<file path="config.mk">
export PLATFORM = sky130hd
export DESIGN_NAME = id_scoreboard_flat
export DESIGN_NICKNAME = d
export VERILOG_FILES = /design/src/rtl/id_scoreboard_if.sv /design/src/rtl/id_scoreboard.sv /design/src/flat_wrapper.sv
export SDC_FILE = /design/constraint.sdc
export NUM_CORES = 1
export LEC_CHECK = 0
export CORE_MARGIN = 2
export CORE_UTILIZATION = 30
export DETAILED_ROUTE_END_ITERATION = 8
export GPL_TIMING_DRIVEN = 1
export PLACE_DENSITY = 0.64
export SYNTH_ARGS = -nofsm -noshare
export SYNTH_HDL_FRONTEND = slang
export SYNTH_SLANG_ARGS = --single-unit
</file>
<file path="constraint.sdc">
create_clock -name clk -period 9.1 [get_ports clk]
set_clock_uncertainty 0.2 [all_clocks]
set_input_delay 1.365 -clock clk [delete_from_list [all_inputs] [get_ports clk]]
set_output_delay 1.365 -clock clk [all_outputs]
set_load 0.005 [all_outputs]
</file>
<file path="src/rtl/id_scoreboard_if.sv">
// Decode-to-issue bus for id_scoreboard.
// Groups the upstream decode handshake and payload, the downstream issue
// handshake and registered payload, the writeback release port, flush, and
// the stall/error status. slave = scoreboard side, master = surrounding pipe.
interface id_scoreboard_if #(
  parameter int unsigned XLEN = 32,
  parameter int unsigned AW   = 5
);
  // upstream decode side
  logic            valid_i;
  logic            ack_o;
  logic [XLEN-1:0] instr_i;
  logic [XLEN-1:0] pc_i;
  logic [AW-1:0]   rd_i;
  logic [AW-1:0]   rs1a_i;
  logic [AW-1:0]   rs2a_i;
  logic            rd_we_i;
  logic            rs1_use_i;
  logic            rs2_use_i;
  logic [XLEN-1:0] rs1d_i;
  logic [XLEN-1:0] rs2d_i;
  logic [XLEN-1:0] imm_i;
  // downstream issue side
  logic            ack_i;
  logic            valid_o;
  logic [XLEN-1:0] instr_o;
  logic [XLEN-1:0] pc_o;
  logic [XLEN-1:0] rs1_o;
  logic [XLEN-1:0] rs2_o;
  logic [XLEN-1:0] imm_o;
  logic [AW-1:0]   rd_o;
  logic            rd_we_o;
  // writeback release, flush, status
  logic            wb_valid_i;
  logic [AW-1:0]   wb_rd_i;
  logic            flush_i;
  logic            stall_o;
  logic            err_o;

  modport slave (
    input  valid_i, instr_i, pc_i, rd_i, rs1a_i, rs2a_i, rd_we_i, rs1_use_i,
           rs2_use_i, rs1d_i, rs2d_i, imm_i, ack_i, wb_valid_i, wb_rd_i, flush_i,
    output ack_o, valid_o, instr_o, pc_o, rs1_o, rs2_o, imm_o, rd_o, rd_we_o,
           stall_o, err_o
  );

  modport master (
    output valid_i, instr_i, pc_i, rd_i, rs1a_i, rs2a_i, rd_we_i, rs1_use_i,
           rs2_use_i, rs1d_i, rs2d_i, imm_i, ack_i, wb_valid_i, wb_rd_i, flush_i,
    input  ack_o, valid_o, instr_o, pc_o, rs1_o, rs2_o, imm_o, rd_o, rd_we_o,
           stall_o, err_o
  );
endinterface

</file>
<file path="src/rtl/id_scoreboard.sv">
// Decode-stage register scoreboard with a one-entry output register.
// Tracks outstanding writes per architectural register (x0 never tracked),
// blocks issue on RAW hazards and on WAW counter saturation, and forwards
// accepted instructions through a registered valid/ack stage.
// Ports:
//   clk   - rising-edge clock
//   rst_i - synchronous active-high reset
//   bus   - id_scoreboard_if.slave: decode in, issue out, wb release, flush,
//           ack_o/stall_o (combinational), err_o (sticky underflow)
module id_scoreboard #(
  parameter int unsigned XLEN  = 32,
  parameter int unsigned NREG  = 32,
  parameter int unsigned CNT_W = 2
) (
  input  logic            clk,
  input  logic            rst_i,
  id_scoreboard_if.slave  bus
);
  localparam int unsigned AW     = $clog2(NREG);
  localparam int unsigned MAXCNT = (2 ** CNT_W) - 1;
  localparam int unsigned SUM_W  = CNT_W + 2;

  logic [CNT_W-1:0] r_cnt [NREG];
  logic             r_valid;
  logic             r_err;
  logic [XLEN-1:0]  r_instr;
  logic [XLEN-1:0]  r_pc;
  logic [XLEN-1:0]  r_rs1;
  logic [XLEN-1:0]  r_rs2;
  logic [XLEN-1:0]  r_imm;
  logic [AW-1:0]    r_rd;
  logic             r_rd_we;

  logic             w_hazard;
  logic             w_ack;
  logic             w_rel_held;
  logic [SUM_W-1:0] w_sum     [NREG];
  logic [1:0]       w_dec     [NREG];
  logic [CNT_W-1:0] w_cnt_nxt [NREG];
  logic [NREG-1:0]  w_uflow;

  // Hazard check uses registered counters only; a same-cycle release does not bypass.
  always_comb begin
    w_hazard = 1'b0;
    if (bus.rs1_use_i && (bus.rs1a_i != '0) && (r_cnt[bus.rs1a_i] != '0)) w_hazard = 1'b1;
    if (bus.rs2_use_i && (bus.rs2a_i != '0) && (r_cnt[bus.rs2a_i] != '0)) w_hazard = 1'b1;
    if (bus.rd_we_i && (bus.rd_i != '0) && (r_cnt[bus.rd_i] == CNT_W'(MAXCNT))) w_hazard = 1'b1;
  end

  assign w_ack = bus.valid_i && (!r_valid || bus.ack_i) && !w_hazard && !bus.flush_i && !rst_i;

  // A flushed instruction still held here never reaches writeback, so release its rd now.
  assign w_rel_held = bus.flush_i && r_valid && !bus.ack_i && r_rd_we && (r_rd != '0);

  // Per-register next count: +1 claim, up to -2 release (wb + flushed hold), clamp at 0.
  always_comb begin
    w_uflow = '0;
    for (int i = 0; i < NREG; i++) begin
      w_sum[i]     = SUM_W'(r_cnt[i])
                   + SUM_W'(w_ack && bus.rd_we_i && (bus.rd_i == AW'(i)));
      w_dec[i]     = 2'(bus.wb_valid_i && (bus.wb_rd_i == AW'(i)))
                   + 2'(w_rel_held && (r_rd == AW'(i)));
      w_cnt_nxt[i] = r_cnt[i];
      if (i != 0) begin
        if (w_sum[i] < SUM_W'(w_dec[i])) begin
          w_cnt_nxt[i] = '0;
          w_uflow[i]   = 1'b1;
        end else begin
          w_cnt_nxt[i] = CNT_W'(w_sum[i] - SUM_W'(w_dec[i]));
        end
      end
    end
  end

  // Counters, sticky error and the output stage.
  always_ff @(posedge clk) begin
    if (rst_i) begin
      for (int i = 0; i < NREG; i++) r_cnt[i] <= '0;
      r_valid <= 1'b0;
      r_err   <= 1'b0;
      r_instr <= '0;
      r_pc    <= '0;
      r_rs1   <= '0;
      r_rs2   <= '0;
      r_imm   <= '0;
      r_rd    <= '0;
      r_rd_we <= 1'b0;
    end else begin
      for (int i = 0; i < NREG; i++) r_cnt[i] <= w_cnt_nxt[i];
      if (|w_uflow) r_err <= 1'b1;
      if (w_ack) begin
        r_valid <= 1'b1;
        r_instr <= bus.instr_i;
        r_pc    <= bus.pc_i;
        r_rs1   <= bus.rs1d_i;
        r_rs2   <= bus.rs2d_i;
        r_imm   <= bus.imm_i;
        r_rd    <= bus.rd_i;
        r_rd_we <= bus.rd_we_i;
      end else if (bus.ack_i || bus.flush_i) begin
        r_valid <= 1'b0;
      end
    end
  end

  assign bus.ack_o   = w_ack;
  assign bus.stall_o = bus.valid_i && !w_ack;
  assign bus.valid_o = r_valid;
  assign bus.err_o   = r_err;
  assign bus.instr_o = r_instr;
  assign bus.pc_o    = r_pc;
  assign bus.rs1_o   = r_rs1;
  assign bus.rs2_o   = r_rs2;
  assign bus.imm_o   = r_imm;
  assign bus.rd_o    = r_rd;
  assign bus.rd_we_o = r_rd_we;
endmodule

</file>
<file path="src/flat_wrapper.sv">
// flat-port wrapper written by rule: the top's interface ports become plain ports
module id_scoreboard_flat 
#(
  parameter int unsigned XLEN  = 32,
  parameter int unsigned NREG  = 32,
  parameter int unsigned CNT_W = 2
)
  (clk, rst_i, bus_valid_i, bus_instr_i, bus_pc_i, bus_rd_i, bus_rs1a_i, bus_rs2a_i, bus_rd_we_i, bus_rs1_use_i, bus_rs2_use_i, bus_rs1d_i, bus_rs2d_i, bus_imm_i, bus_ack_i, bus_wb_valid_i, bus_wb_rd_i, bus_flush_i, bus_ack_o, bus_valid_o, bus_instr_o, bus_pc_o, bus_rs1_o, bus_rs2_o, bus_imm_o, bus_rd_o, bus_rd_we_o, bus_stall_o, bus_err_o);
  id_scoreboard_if #(.XLEN(XLEN), .AW((5))) bus_i ();
  input  logic clk;
  input  logic rst_i;
  input wire logic [$bits(bus_i.valid_i)-1:0] bus_valid_i;
  input wire logic [$bits(bus_i.instr_i)-1:0] bus_instr_i;
  input wire logic [$bits(bus_i.pc_i)-1:0] bus_pc_i;
  input wire logic [$bits(bus_i.rd_i)-1:0] bus_rd_i;
  input wire logic [$bits(bus_i.rs1a_i)-1:0] bus_rs1a_i;
  input wire logic [$bits(bus_i.rs2a_i)-1:0] bus_rs2a_i;
  input wire logic [$bits(bus_i.rd_we_i)-1:0] bus_rd_we_i;
  input wire logic [$bits(bus_i.rs1_use_i)-1:0] bus_rs1_use_i;
  input wire logic [$bits(bus_i.rs2_use_i)-1:0] bus_rs2_use_i;
  input wire logic [$bits(bus_i.rs1d_i)-1:0] bus_rs1d_i;
  input wire logic [$bits(bus_i.rs2d_i)-1:0] bus_rs2d_i;
  input wire logic [$bits(bus_i.imm_i)-1:0] bus_imm_i;
  input wire logic [$bits(bus_i.ack_i)-1:0] bus_ack_i;
  input wire logic [$bits(bus_i.wb_valid_i)-1:0] bus_wb_valid_i;
  input wire logic [$bits(bus_i.wb_rd_i)-1:0] bus_wb_rd_i;
  input wire logic [$bits(bus_i.flush_i)-1:0] bus_flush_i;
  output wire logic [$bits(bus_i.ack_o)-1:0] bus_ack_o;
  output wire logic [$bits(bus_i.valid_o)-1:0] bus_valid_o;
  output wire logic [$bits(bus_i.instr_o)-1:0] bus_instr_o;
  output wire logic [$bits(bus_i.pc_o)-1:0] bus_pc_o;
  output wire logic [$bits(bus_i.rs1_o)-1:0] bus_rs1_o;
  output wire logic [$bits(bus_i.rs2_o)-1:0] bus_rs2_o;
  output wire logic [$bits(bus_i.imm_o)-1:0] bus_imm_o;
  output wire logic [$bits(bus_i.rd_o)-1:0] bus_rd_o;
  output wire logic [$bits(bus_i.rd_we_o)-1:0] bus_rd_we_o;
  output wire logic [$bits(bus_i.stall_o)-1:0] bus_stall_o;
  output wire logic [$bits(bus_i.err_o)-1:0] bus_err_o;
  assign bus_i.valid_i = bus_valid_i;
  assign bus_i.instr_i = bus_instr_i;
  assign bus_i.pc_i = bus_pc_i;
  assign bus_i.rd_i = bus_rd_i;
  assign bus_i.rs1a_i = bus_rs1a_i;
  assign bus_i.rs2a_i = bus_rs2a_i;
  assign bus_i.rd_we_i = bus_rd_we_i;
  assign bus_i.rs1_use_i = bus_rs1_use_i;
  assign bus_i.rs2_use_i = bus_rs2_use_i;
  assign bus_i.rs1d_i = bus_rs1d_i;
  assign bus_i.rs2d_i = bus_rs2d_i;
  assign bus_i.imm_i = bus_imm_i;
  assign bus_i.ack_i = bus_ack_i;
  assign bus_i.wb_valid_i = bus_wb_valid_i;
  assign bus_i.wb_rd_i = bus_wb_rd_i;
  assign bus_i.flush_i = bus_flush_i;
  assign bus_ack_o = bus_i.ack_o;
  assign bus_valid_o = bus_i.valid_o;
  assign bus_instr_o = bus_i.instr_o;
  assign bus_pc_o = bus_i.pc_o;
  assign bus_rs1_o = bus_i.rs1_o;
  assign bus_rs2_o = bus_i.rs2_o;
  assign bus_imm_o = bus_i.imm_o;
  assign bus_rd_o = bus_i.rd_o;
  assign bus_rd_we_o = bus_i.rd_we_o;
  assign bus_stall_o = bus_i.stall_o;
  assign bus_err_o = bus_i.err_o;
  id_scoreboard #(.XLEN(XLEN), .NREG(NREG), .CNT_W(CNT_W)) u_core (.clk(clk), .rst_i(rst_i), .bus(bus_i));
endmodule
</file>
==> load_flow_metrics.sql, run 1 <==
INSERT INTO impl_metrics (metric_group, metric, value, unit) VALUES
('outcome', 'status', 'finished, final reports clean', ''),
('clocking', 'cts_inserted_buffers', '28', ''),
('floorplanning', 'coreArea', '43000', 'um^2'),
('floorplanning', 'fp-row-count', '76', ''),
('finish', 'final_layout_size_suffix_gt1_frac', '0.0483', ''),
('timing', 'fmax', '150', 'MHz'),
('logic_synthesis', 'synthesis.area_per_instance', '8.43', 'um^2'),
('clocking', 'post_cts_resized', '0', ''),
('clocking', 'clkLatencyLatePin', '0.57', 'ns'),
('finish', 'n_fill_cell', '4294', ''),
('setup_path', 'worst-endpoint-required', '9.32', 'ns'),
('placed_design', 'place_hpwl', '34.8', 'mm'),
('drt', 'vias_per_inst', '5.28', ''),
('placed_design', 'buffer_ports.inserted', '358', ''),
('clocking', 'tritoncts', 'built', ''),
('power', 'peakVddDrop', '127', 'uV'),
('power', 'p_per_area', '145', 'nW/um^2'),
('global_route', 'grt.total_usage', '0.207', ''),
('global_route', 'grt_pass1_wl', '72.9', 'mm'),
('timing', 'finalSetupViolCount', '0', ''),
('timing', 'timing_hold_violations_final', '0', ''),
('setup_path', 'arrival', '6.90', 'ns'),
('global_route', 'grt_antenna_before_repair', '2', ''),
('floorplanning', 'io_pins', '359', ''),
('run', 'drv_cap', '0', ''),
('clocking', 'hold_buffers', '0', ''),
('clocking', 'tritoncts_num_sinks', '230', ''),
('logic_synthesis', 'synth_cell_types', '55', ''),
('timing', 'timing.slew.headroom', '0.227', ''),
('power', 'p_int', '1.95', 'mW'),
('finish', 'finish.net_count', '2165', ''),
('floorplanning', 'die_height', '212', 'um'),
('clocking', 'cts-root-to-sink-buffers', '3', ''),
('timing', 'final_max_slew_viol_count', '0', ''),
('finish', 'utilization', '0.417', ''),
('timing', 'fin_crit_sh', '0.734', ''),
('global_route', 'grt_start_max_net_pins', '118', ''),
('hold_path', 'timing.hold.worst.class', 'reg2reg', ''),
('timing', 'rsz0062_at_grt', 'false', ''),
('power', 'power_frac_clock', '0.478', ''),
('logic_synthesis', 'post_synthesis_instance_area', '13000', 'um^2'),
('logic_synthesis', 'syn_inst', '1546', ''),
('logic_synthesis', 'yosys_warnings', '0', ''),
('floorplanning', 'floorplan.die_area', '45100', 'um^2'),
('power', 'sequentialPowerShare', '0.406', ''),
('drt', 'final_antenna_net_count', '0', ''),
('setup_path', 'crit_path_end_kind', 'register', ''),
('clocking', 'root_buffer', 'sky130_fd_sc_hd__clkbuf_16', ''),
('clocking', 'clk_pin_slew', '0.06', 'ns'),
('drt', 'route.vias.total', '12800', ''),
('clocking', 'post-cts-setup-buffers', '0', ''),
('floorplanning', 'start_util', '0.303', ''),
('setup_path', 'path_max_fanout', '83', ''),
('drt', 'drc', '0', ''),
('floorplanning', 'die-width', '212', 'um'),
('global_route', 'grt_pass1_vias', '12300', ''),
('logic_synthesis', 'synth_edf_count', '0', ''),
('setup_path', 'worst-setup-path-type', 'in2reg', ''),
('finish', 'areaGrowthSynthToFinish', '37.5', '%'),
('clocking', 'htree_levels', '1', ''),
('timing', 'timing.setup.tns', '0', 'ns'),
('power', 'leakage', '6.43', 'nW'),
('power', 'power.share.combinational', '0.116', ''),
('logic_synthesis', 'synth_sequential_area_ratio', '0.353', ''),
('drt', 'dr.pass1.iters', '5', ''),
('setup_path', 'worstSetupStartpointType', 'input pin', ''),
('logic_synthesis', 'synth-seq-cells', '230', ''),
('global_route', 'congestion_overflow_gr', '0', ''),
('logic_synthesis', 'ys.flop_type', 'sky130_fd_sc_hd__dfxtp_1', ''),
('drt', 'routedWlPerCell', '20.2', 'um'),
('timing', 'period_minus_slack', '6.68', 'ns'),
('timing', 'tightest_slew', '1.16', 'ns'),
('drt', 'drt_wl_total', '49.0', 'mm'),
('logic_synthesis', 'synth_async_sr_flop_share', '0', ''),
('drt', 'drt-initial-drc-count', '1294', ''),
('power', 'netSwitchingFraction', '0.249', ''),
('logic_synthesis', 'synthesis.nets', '1890', ''),
('power', 'p_sw', '646', 'uW'),
('placed_design', 'gp_congestion', '0.902', '');
logic make-up after synthesis:
| logic type | count (synthesis) | share of synthesized area |
|---|---|---|
| simple gates | 516 | 0.208 |
| compound gates | 401 | 0.163 |
| flops | 230 | 0.353 |
| buf+inv | 198 | 0.0640 |
| fa+ha+maj | 155 | 0.167 |
| xor+xnor | 31 | 0.0208 |
| mux | 15 | 0.0240 |
metal layers:
layer,vias to the layer above,routed length (um),track usage
met2,512,23400,0.349
met5,-,13,0
li1,6051,-,-
met4,2,1870,0.0789
met1,6152,19900,0.261
met3,104,3840,0.0422
through the flow:
| step | power [mW] | instances | hold slack [ns] | instance area [um^2] | setup WS, ns |
|---|---|---|---|---|---|
| after global routing | 2.70 | 2427 | 0.292 | 17900 | 2.10 |
| after global placement | 1.37 | 2376 | 0.258 | 16900 | 2.19 |
| after floorplan | 1.19 | 1546 | 0.270 | 13000 | 4.07 |
| final | 2.59 | 2428 | 0.273 | 17900 | 2.42 |
| after CTS | 2.63 | 2427 | 0.274 | 17900 | 2.62 |
| after detailed placement | 1.37 | 2376 | 0.265 | 16900 | 2.04 |
power by group through the flow:
| stage | logic [mW] | clock network (mW) | registers (mW) |
|---|---|---|---|
| 2_1_floorplan | 0.120 | 0 | 1.07 |
| 3_3_place_gp | 0.298 | 0 | 1.07 |
| 3_5_place_dp | 0.299 | 0 | 1.07 |
| 4_1_cts | 0.301 | 1.28 | 1.05 |
| 5_1_grt | 0.324 | 1.32 | 1.05 |
| 6_report | 0.301 | 1.24 | 1.05 |
path summary, 6_finish.rpt:
| kind | end | slack, ns | cells after the start | startpoint |
|---|---|---|---|---|
| worst max-delay path | u_core.bus.err_o | 2.42 | 18 | bus_rd_i[1] |
| worst min-delay path | u_core.bus.imm_o[5] | 0.27 | 2 | u_core.bus.imm_o[5] |
| worst max register to register | u_core.bus.err_o | 3.89 | 17 | u_core.r_cnt[5][1] |
| worst min register to register | u_core.bus.imm_o[5] | 0.27 | 2 | u_core.bus.imm_o[5] |
critical path: stages:
cell,delay [ns]
sky130_fd_sc_hd__clkdlybuf4s50_1,1.06
sky130_fd_sc_hd__buf_4,0.39
sky130_fd_sc_hd__mux4_2,0.33
sky130_fd_sc_hd__o211ai_1,0.17
sky130_fd_sc_hd__o21ai_0,0.18
sky130_fd_sc_hd__a22oi_2,0.27
sky130_fd_sc_hd__buf_4,0.82
sky130_fd_sc_hd__nand3_2,0.42
sky130_fd_sc_hd__nor3_1,0.27
sky130_fd_sc_hd__ha_1,0.16
sky130_fd_sc_hd__inv_1,0.04
sky130_fd_sc_hd__ha_1,0.21
sky130_fd_sc_hd__nor2_1,0.12
sky130_fd_sc_hd__a21oi_1,0.10
sky130_fd_sc_hd__nor4_1,0.52
sky130_fd_sc_hd__nand4_1,0.25
sky130_fd_sc_hd__nor2_1,0.14
sky130_fd_sc_hd__nor2_1,0.04
cell usage in the layout (no fill, tap or decap), types with 4 or more instances in the layout:
cell type                         synthesis  final
sky130_fd_sc_hd__fa_1                    31     31
sky130_fd_sc_hd__o21ai_0                146    146
sky130_fd_sc_hd__a311oi_1                 7      7
sky130_fd_sc_hd__nand3_1                178    178
sky130_fd_sc_hd__nor3b_1                 49     49
sky130_fd_sc_hd__clkbuf_8                 0      6
sky130_fd_sc_hd__nand3b_1                 4      4
sky130_fd_sc_hd__nand2b_1                14     14
sky130_fd_sc_hd__mux4_2                  13     13
sky130_fd_sc_hd__nor2b_1                  7      7
sky130_fd_sc_hd__o21ai_1                 30     30
sky130_fd_sc_hd__nor2_1                 116    116
sky130_fd_sc_hd__nand2_1                 17     17
sky130_fd_sc_hd__bufinv_16                0      5
sky130_fd_sc_hd__a211oi_1                 5      5
sky130_fd_sc_hd__dfxtp_1                230    230
sky130_fd_sc_hd__nor4b_1                  5      5
sky130_fd_sc_hd__nand4_1                  7      7
sky130_fd_sc_hd__ha_1                   124    124
sky130_fd_sc_hd__clkbuf_16                0     28
sky130_fd_sc_hd__clkdlybuf4s50_1          0    357
sky130_fd_sc_hd__xor2_1                  31     31
sky130_fd_sc_hd__nor3_1                  77     77
sky130_fd_sc_hd__clkinv_2                 0      5
sky130_fd_sc_hd__nor4_1                  22     22
sky130_fd_sc_hd__inv_1                   73     73
sky130_fd_sc_hd__a2111oi_0                4      4
sky130_fd_sc_hd__buf_4                    1     12
sky130_fd_sc_hd__a21oi_1                190    190
area by class of cell:
| cell class | instances | area [um^2] | share of cell area |
|---|---|---|---|
| timing repair buffer | 370 | 3670 | 0.205 |
| multi-input combinational | 1118 | 7600 | 0.424 |
| tap | 585 | 732 | 0.0409 |
| clock buffer | 34 | 783 | 0.0437 |
| inverter | 73 | 274 | 0.0153 |
| clock inverter | 17 | 240 | 0.0134 |
| antenna | 1 | 2.50 | 0.000140 |
| sequential | 230 | 4600 | 0.257 |
sequential cells by signal, summed over array words and instances, names as in the netlist:
register	cells
u_core.r_cnt	62
u_core.bus.rd_o	5
u_core.bus.imm_o	32
u_core.bus.rs2_o	32
u_core.bus.valid_o	1
u_core.bus.instr_o	32
u_core.bus.err_o	1
u_core.bus.rs1_o	32
u_core.bus.pc_o	32
u_core.bus.rd_we_o	1
synth_stat cells (2+ instances only):
| master | number | area share |
|---|---|---|
| sky130_fd_sc_hd__a2111oi_0 | 4 | 0.0027 |
| sky130_fd_sc_hd__a211o_1 | 2 | 0.0013 |
| sky130_fd_sc_hd__a211oi_1 | 5 | 0.0029 |
| sky130_fd_sc_hd__a21oi_1 | 190 | 0.073 |
| sky130_fd_sc_hd__a311oi_1 | 7 | 0.0047 |
| sky130_fd_sc_hd__a31oi_1 | 2 | 0.00096 |
| sky130_fd_sc_hd__and2_1 | 2 | 0.00096 |
| sky130_fd_sc_hd__buf_1 | 4 | 0.0012 |
| sky130_fd_sc_hd__buf_2 | 36 | 0.014 |
| sky130_fd_sc_hd__buf_6 | 3 | 0.0026 |
| sky130_fd_sc_hd__clkbuf_1 | 66 | 0.019 |
| sky130_fd_sc_hd__clkbuf_2 | 15 | 0.0058 |
| sky130_fd_sc_hd__dfxtp_1 | 230 | 0.35 |
| sky130_fd_sc_hd__fa_1 | 31 | 0.048 |
| sky130_fd_sc_hd__ha_1 | 124 | 0.12 |
| sky130_fd_sc_hd__inv_1 | 73 | 0.021 |
| sky130_fd_sc_hd__mux2i_1 | 2 | 0.0015 |
| sky130_fd_sc_hd__mux4_2 | 13 | 0.022 |
| sky130_fd_sc_hd__nand2_1 | 17 | 0.0049 |
| sky130_fd_sc_hd__nand2b_1 | 14 | 0.0067 |
| sky130_fd_sc_hd__nand3_1 | 178 | 0.068 |
| sky130_fd_sc_hd__nand3b_1 | 4 | 0.0023 |
| sky130_fd_sc_hd__nand4_1 | 7 | 0.0034 |
| sky130_fd_sc_hd__nand4b_1 | 2 | 0.0013 |
| sky130_fd_sc_hd__nor2_1 | 116 | 0.033 |
| sky130_fd_sc_hd__nor2b_1 | 7 | 0.0034 |
| sky130_fd_sc_hd__nor3_1 | 77 | 0.030 |
| sky130_fd_sc_hd__nor3_2 | 2 | 0.0015 |
| sky130_fd_sc_hd__nor3b_1 | 49 | 0.028 |
| sky130_fd_sc_hd__nor4_1 | 22 | 0.011 |
| sky130_fd_sc_hd__nor4b_1 | 5 | 0.0034 |
| sky130_fd_sc_hd__o2111ai_1 | 2 | 0.0013 |
| sky130_fd_sc_hd__o211ai_1 | 2 | 0.0012 |
| sky130_fd_sc_hd__o21ai_0 | 146 | 0.056 |
| sky130_fd_sc_hd__o21ai_1 | 30 | 0.012 |
| sky130_fd_sc_hd__o311ai_0 | 2 | 0.0013 |
| sky130_fd_sc_hd__or2_2 | 3 | 0.0014 |
| sky130_fd_sc_hd__or3_1 | 3 | 0.0014 |
| sky130_fd_sc_hd__or4_1 | 3 | 0.0017 |
| sky130_fd_sc_hd__xor2_1 | 31 | 0.021 |
Power figures use the tool's default switching activity.
==> run 2, diff against run 1 <==
==> constraint.sdc (replaced) <==
create_clock -name clk -period 7 [get_ports clk]
set_clock_uncertainty 0.2 [all_clocks]
set_input_delay 1.05 -clock clk [delete_from_list [all_inputs] [get_ports clk]]
set_output_delay 1.05 -clock clk [all_outputs]
set_load 0.005 [all_outputs]
==> load_flow_metrics.sql, run 2 (synthesized netlist as in run 1, its figures left out) <==
INSERT INTO impl_metrics (metric_group, metric, value, unit) VALUES
('outcome', 'status', 'finished, final reports clean', ''),
('global_route', 'grt_antenna_before_repair', '3', ''),
('floorplanning', 'floorplan.die_area', '45100', 'um^2'),
('drt', 'drc', '0', ''),
('global_route', 'grt_pass1_wl', '73.8', 'mm'),
('drt', 'wirelength_met1', '20.2', 'mm'),
('timing', 'finalSetupViolCount', '0', ''),
('power', 'p_sw', '850', 'uW'),
('floorplanning', 'fp-row-count', '76', ''),
('power', 'sequentialPowerShare', '0.408', ''),
('finish', 'largest_register_ffs', '62', ''),
('drt', 'dr.pass1.iters', '7', ''),
('power', 'leakage', '6.48', 'nW'),
('power', 'netSwitchingFraction', '0.254', ''),
('drt', 'drt_wl_total', '49.5', 'mm'),
('floorplanning', 'io_pins', '359', ''),
('clocking', 'tritoncts', 'built', ''),
('power', 'p_per_area', '186', 'nW/um^2'),
('finish', 'final_layout_size_suffix_gt1_frac', '0.0518', ''),
('clocking', 'clk_pin_slew', '0.05', 'ns'),
('finish', 'mostFrequentLayoutCells', 'sky130_fd_sc_hd__clkdlybuf4s50_1 (357), sky130_fd_sc_hd__dfxtp_1 (230), sky130_fd_sc_hd__a21oi_1 (190)', ''),
('clocking', 'root_buffer', 'sky130_fd_sc_hd__clkbuf_16', ''),
('power', 'power_frac_clock', '0.473', ''),
('finish', 'utilization', '0.418', ''),
('placed_design', 'buffer_ports.inserted', '358', ''),
('clocking', 'htree_levels', '1', ''),
('hold_path', 'timing.hold.worst.class', 'reg2reg', ''),
('drt', 'drt-initial-drc-count', '1095', ''),
('floorplanning', 'die-width', '212', 'um'),
('finish', 'most_common_library_cell_in_the_layout_ignoring_fill_and_taps', 'sky130_fd_sc_hd__clkdlybuf4s50_1', ''),
('global_route', 'congestion_overflow_gr', '0', ''),
('global_route', 'grt_start_max_net_pins', '103', ''),
('setup_path', 'arrival', '4.80', 'ns'),
('drt', 'met3WireLength', '3.83', 'mm'),
('power', 'p_int', '2.50', 'mW'),
('clocking', 'tritoncts_num_sinks', '230', ''),
('drt', 'vias_per_inst', '5.30', ''),
('clocking', 'post-cts-setup-buffers', '0', ''),
('finish', 'finish.net_count', '2175', ''),
('timing', 'timing.slew.headroom', '0.198', ''),
('drt', 'route.vias.total', '12900', ''),
('timing', 'timing.setup.tns', '0', 'ns'),
('drt', 'routedWlPerCell', '20.3', 'um'),
('setup_path', 'path_max_fanout', '23', ''),
('power', 'power.share.combinational', '0.119', ''),
('placed_design', 'place_hpwl', '35.4', 'mm'),
('setup_path', 'worstSetupStartpointType', 'input pin', ''),
('timing', 'fmax', '165', 'MHz'),
('drt', 'top_layer', 'met5', ''),
('setup_path', 'worst-setup-path-type', 'in2out', ''),
('clocking', 'cts-root-to-sink-buffers', '3', ''),
('clocking', 'clkLatencyLatePin', '0.58', 'ns'),
('finish', 'areaGrowthSynthToFinish', '38.1', '%'),
('timing', 'rsz0062_at_grt', 'false', ''),
('drt', 'final_antenna_net_count', '0', ''),
('power', 'peakVddDrop', '208', 'uV'),
('timing', 'timing_hold_violations_final', '0', ''),
('timing', 'final_max_slew_viol_count', '0', ''),
('floorplanning', 'coreArea', '43000', 'um^2'),
('timing', 'tightest_slew', '1.20', 'ns'),
('clocking', 'cts_inserted_buffers', '30', ''),
('setup_path', 'worst-endpoint-required', '5.75', 'ns'),
('timing', 'period_minus_slack', '6.05', 'ns'),
('finish', 'max_flop_register', 'u_core.r_cnt', ''),
('floorplanning', 'die_height', '212', 'um'),
('drt', 'dr_wl_met2', '22.8', 'mm'),
('setup_path', 'crit_path_end_kind', 'primary output', ''),
('clocking', 'hold_buffers', '0', ''),
('global_route', 'grt_pass1_vias', '12500', ''),
('floorplanning', 'start_util', '0.303', ''),
('timing', 'fin_crit_sh', '0.864', ''),
('run', 'drv_cap', '0', ''),
('clocking', 'post_cts_resized', '0', ''),
('global_route', 'grt.total_usage', '0.209', ''),
('placed_design', 'gp_congestion', '0.967', ''),
('setup_path', 'reg2reg_slack', '2.19', 'ns');
run 2: changes by cell type in the layout (fill, tap and decap cells not counted), sizes merged:
cell      change
bufinv        -3
clkbuf        +9
clkinv        +1
clkinvlp      -3
buf           +8
run 2: critical path: stages:
cell                              delay (ns)
sky130_fd_sc_hd__clkdlybuf4s50_1        1.03
sky130_fd_sc_hd__nor4b_1                0.33
sky130_fd_sc_hd__nor4_1                 0.10
sky130_fd_sc_hd__a211oi_1               0.40
sky130_fd_sc_hd__o311ai_0               0.33
sky130_fd_sc_hd__nor4b_4                0.40
sky130_fd_sc_hd__nand2_1                0.22
sky130_fd_sc_hd__buf_4                  0.27
sky130_fd_sc_hd__inv_1                  0.10
sky130_fd_sc_hd__clkdlybuf4s50_1        0.56
run 2: per-layer routing:
| metal | global-route usage | vias to the layer above |
|---|---|---|
| met4 | 0.0998 | 4 |
| met5 | 0 | - |
| met2 | 0.338 | 547 |
| met3 | 0.0513 | 135 |
| met1 | 0.262 | 6188 |
| li1 | - | 6065 |
run 2: worst paths after layout:
path | start | endpoint | cells past startpoint
worst min register to register | u_core.bus.rs2_o[11] | u_core.bus.rs2_o[11] | 2
worst max register to register | u_core.r_cnt[16][1] | u_core.bus.err_o | 16
worst max-delay path | bus_rs2a_i[1] | bus_ack_o | 10
worst min-delay path | u_core.bus.rs2_o[11] | u_core.bus.rs2_o[11] | 2
run 2: through the flow:
step                hold slack [ns]  instances  cell area (um^2)  setup WS, ns  power, mW
detailed placement            0.265       2384             17000         0.661       1.79
finish                        0.270       2440             18000         0.950       3.35
floorplan                     0.270       1546             13000          2.29       1.55
global placement              0.259       2384             17000         0.782       1.79
CTS                           0.273       2439             18000         0.978       3.39
global route                  0.292       2440             18000         0.692       3.47
run 2: layout make-up:
| cell class | count | area (um^2) |
|---|---|---|
| Sequential cell | 230 | 4600 |
| Clock buffer | 43 | 880 |
| Clock inverter | 12 | 136 |
| Fill cell | 4241 | 25000 |
| Antenna cell | 1 | 2.50 |
| Multi-Input combinational cell | 1118 | 7600 |
| Timing Repair Buffer | 378 | 3760 |
| Inverter | 73 | 274 |
| Tap cell | 585 | 732 |
run 2: power by group through the flow:
stage / sequential [mW] / clock, mW / combinational (mW)
6_report: 1.37 / 1.58 / 0.398
5_1_grt: 1.37 / 1.67 / 0.427
4_1_cts: 1.37 / 1.63 / 0.397
3_5_place_dp: 1.40 / 0 / 0.394
3_3_place_gp: 1.39 / 0 / 0.393
2_1_floorplan: 1.39 / 0 / 0.156
==> variant (config.mk and constraints of run 1) <==
`CNT_W` is set to 2 in 2 places; all go to 4.
--- a/src/rtl/id_scoreboard.sv
+++ b/src/rtl/id_scoreboard.sv
@@ -10,7 +10,7 @@
 module id_scoreboard #(
   parameter int unsigned XLEN  = 32,
   parameter int unsigned NREG  = 32,
-  parameter int unsigned CNT_W = 2
+  parameter int unsigned CNT_W = 4
 ) (
   input  logic            clk,
   input  logic            rst_i,
--- a/src/flat_wrapper.sv
+++ b/src/flat_wrapper.sv
@@ -3,7 +3,7 @@
 #(
   parameter int unsigned XLEN  = 32,
   parameter int unsigned NREG  = 32,
-  parameter int unsigned CNT_W = 2
+  parameter int unsigned CNT_W = 4
 )
   (clk, rst_i, bus_valid_i, bus_instr_i, bus_pc_i, bus_rd_i, bus_rs1a_i, bus_rs2a_i, bus_rd_we_i, bus_rs1_use_i, bus_rs2_use_i, bus_rs1d_i, bus_rs2d_i, bus_imm_i, bus_ack_i, bus_wb_valid_i, bus_wb_rd_i, bus_flush_i, bus_ack_o, bus_valid_o, bus_instr_o, bus_pc_o, bus_rs1_o, bus_rs2_o, bus_imm_o, bus_rd_o, bus_rd_we_o, bus_stall_o, bus_err_o);
   id_scoreboard_if #(.XLEN(XLEN), .AW((5))) bus_i ();
Function: not settled (the Yosys comparison gave no result); the edit may change what the design does.
==> variant against run 1 <==
Final area rose by 28%; register-to-register slack got worse by 0.73 ns; core utilization fell by 1.9 points; routed wire length rose by 12%; sequential cell count rose by 62; count of clock-buffer cells in the layout rose by 14; setup slack got worse by 0.67 ns; final cell count rose by 22%; critical path depth fell by 9; power rose by 27%; synthesized area rose by 34%; highest routed layer unchanged.
==> variant: results (changes against run 1) <==
metric,value,unit,change
crit_start,bus_rs2a_i[0],,was bus_rd_i[1]
dp.cells,2901,,was 2376
maxSlewHeadroom,30.66,%,was 22.74%
reg2reg_depth,15,,was 17
cts.sinks,292,,was 230
crit_fanout,67,,was 83
inv_count,131,,was 73
h-tree-depth,2,,was 1
synth_area,17510,µm²,was 13030 µm²
whs,0.2869,ns,was 0.2728 ns
critical_path.endpoint,bus_stall_o,,was u_core.bus.err_o
rr_startpoint,u_core.r_cnt[14][1],,was u_core.r_cnt[5][1]
seq_power_share,41.5,%,was 40.6%
buffer_area_share,15.90,%,was 20.52%
status,completed,,unchanged
dp_hpwl,41.68,mm,was 34.76 mm
fin_cells,2964,,was 2428
clkCellAreaFrac,5.154,%,was 5.715%
grtUsageMet1,21.30,%,was 26.08%
routed_via_density,4.951,,was 5.280
routed_wl,54.83,mm,was 49.03 mm
cts_buffers,36,,was 28
grt_pass1_vias,14790,,was 12320
p_leak,9.231,nW,was 6.426 nW
arrival,5.78,ns,was 6.90 ns
r2r_slack,3.16,ns,was 3.89 ns
variant: through the flow:
| stage | utilization (%) | power, W |
|---|---|---|
| finish | 39.76 | 0.003301 |
| global route | 39.76 | 0.003427 |
| CTS | 39.76 | 0.003342 |
| detailed placement | 37.71 | 0.001846 |
| global placement | 37.71 | 0.001839 |
| floorplan | - | 0.001600 |
variant: kinds of logic after synthesis:
group	count (synthesis)	share of synthesized area, %
AND/OR/NAND/NOR	684	20.31
flip-flops	292	33.38
buffers and inverters	203	4.859
multiplexers	193	14.72
adder cells (fa/ha/maj)	186	14.62
AO/OA/AOI/OAI	159	5.902
XOR/XNOR	124	6.202
variant: critical path, cell delays in order:
cell             delay [ns]
clkdlybuf4s50_1        0.94
clkinv_1               0.52
mux4_2                 0.57
a22oi_1                0.20
a211oi_1               0.10
a2111oi_0              0.37
or4_4                  0.83
and2_1                 0.23
clkdlybuf4s50_1        0.54
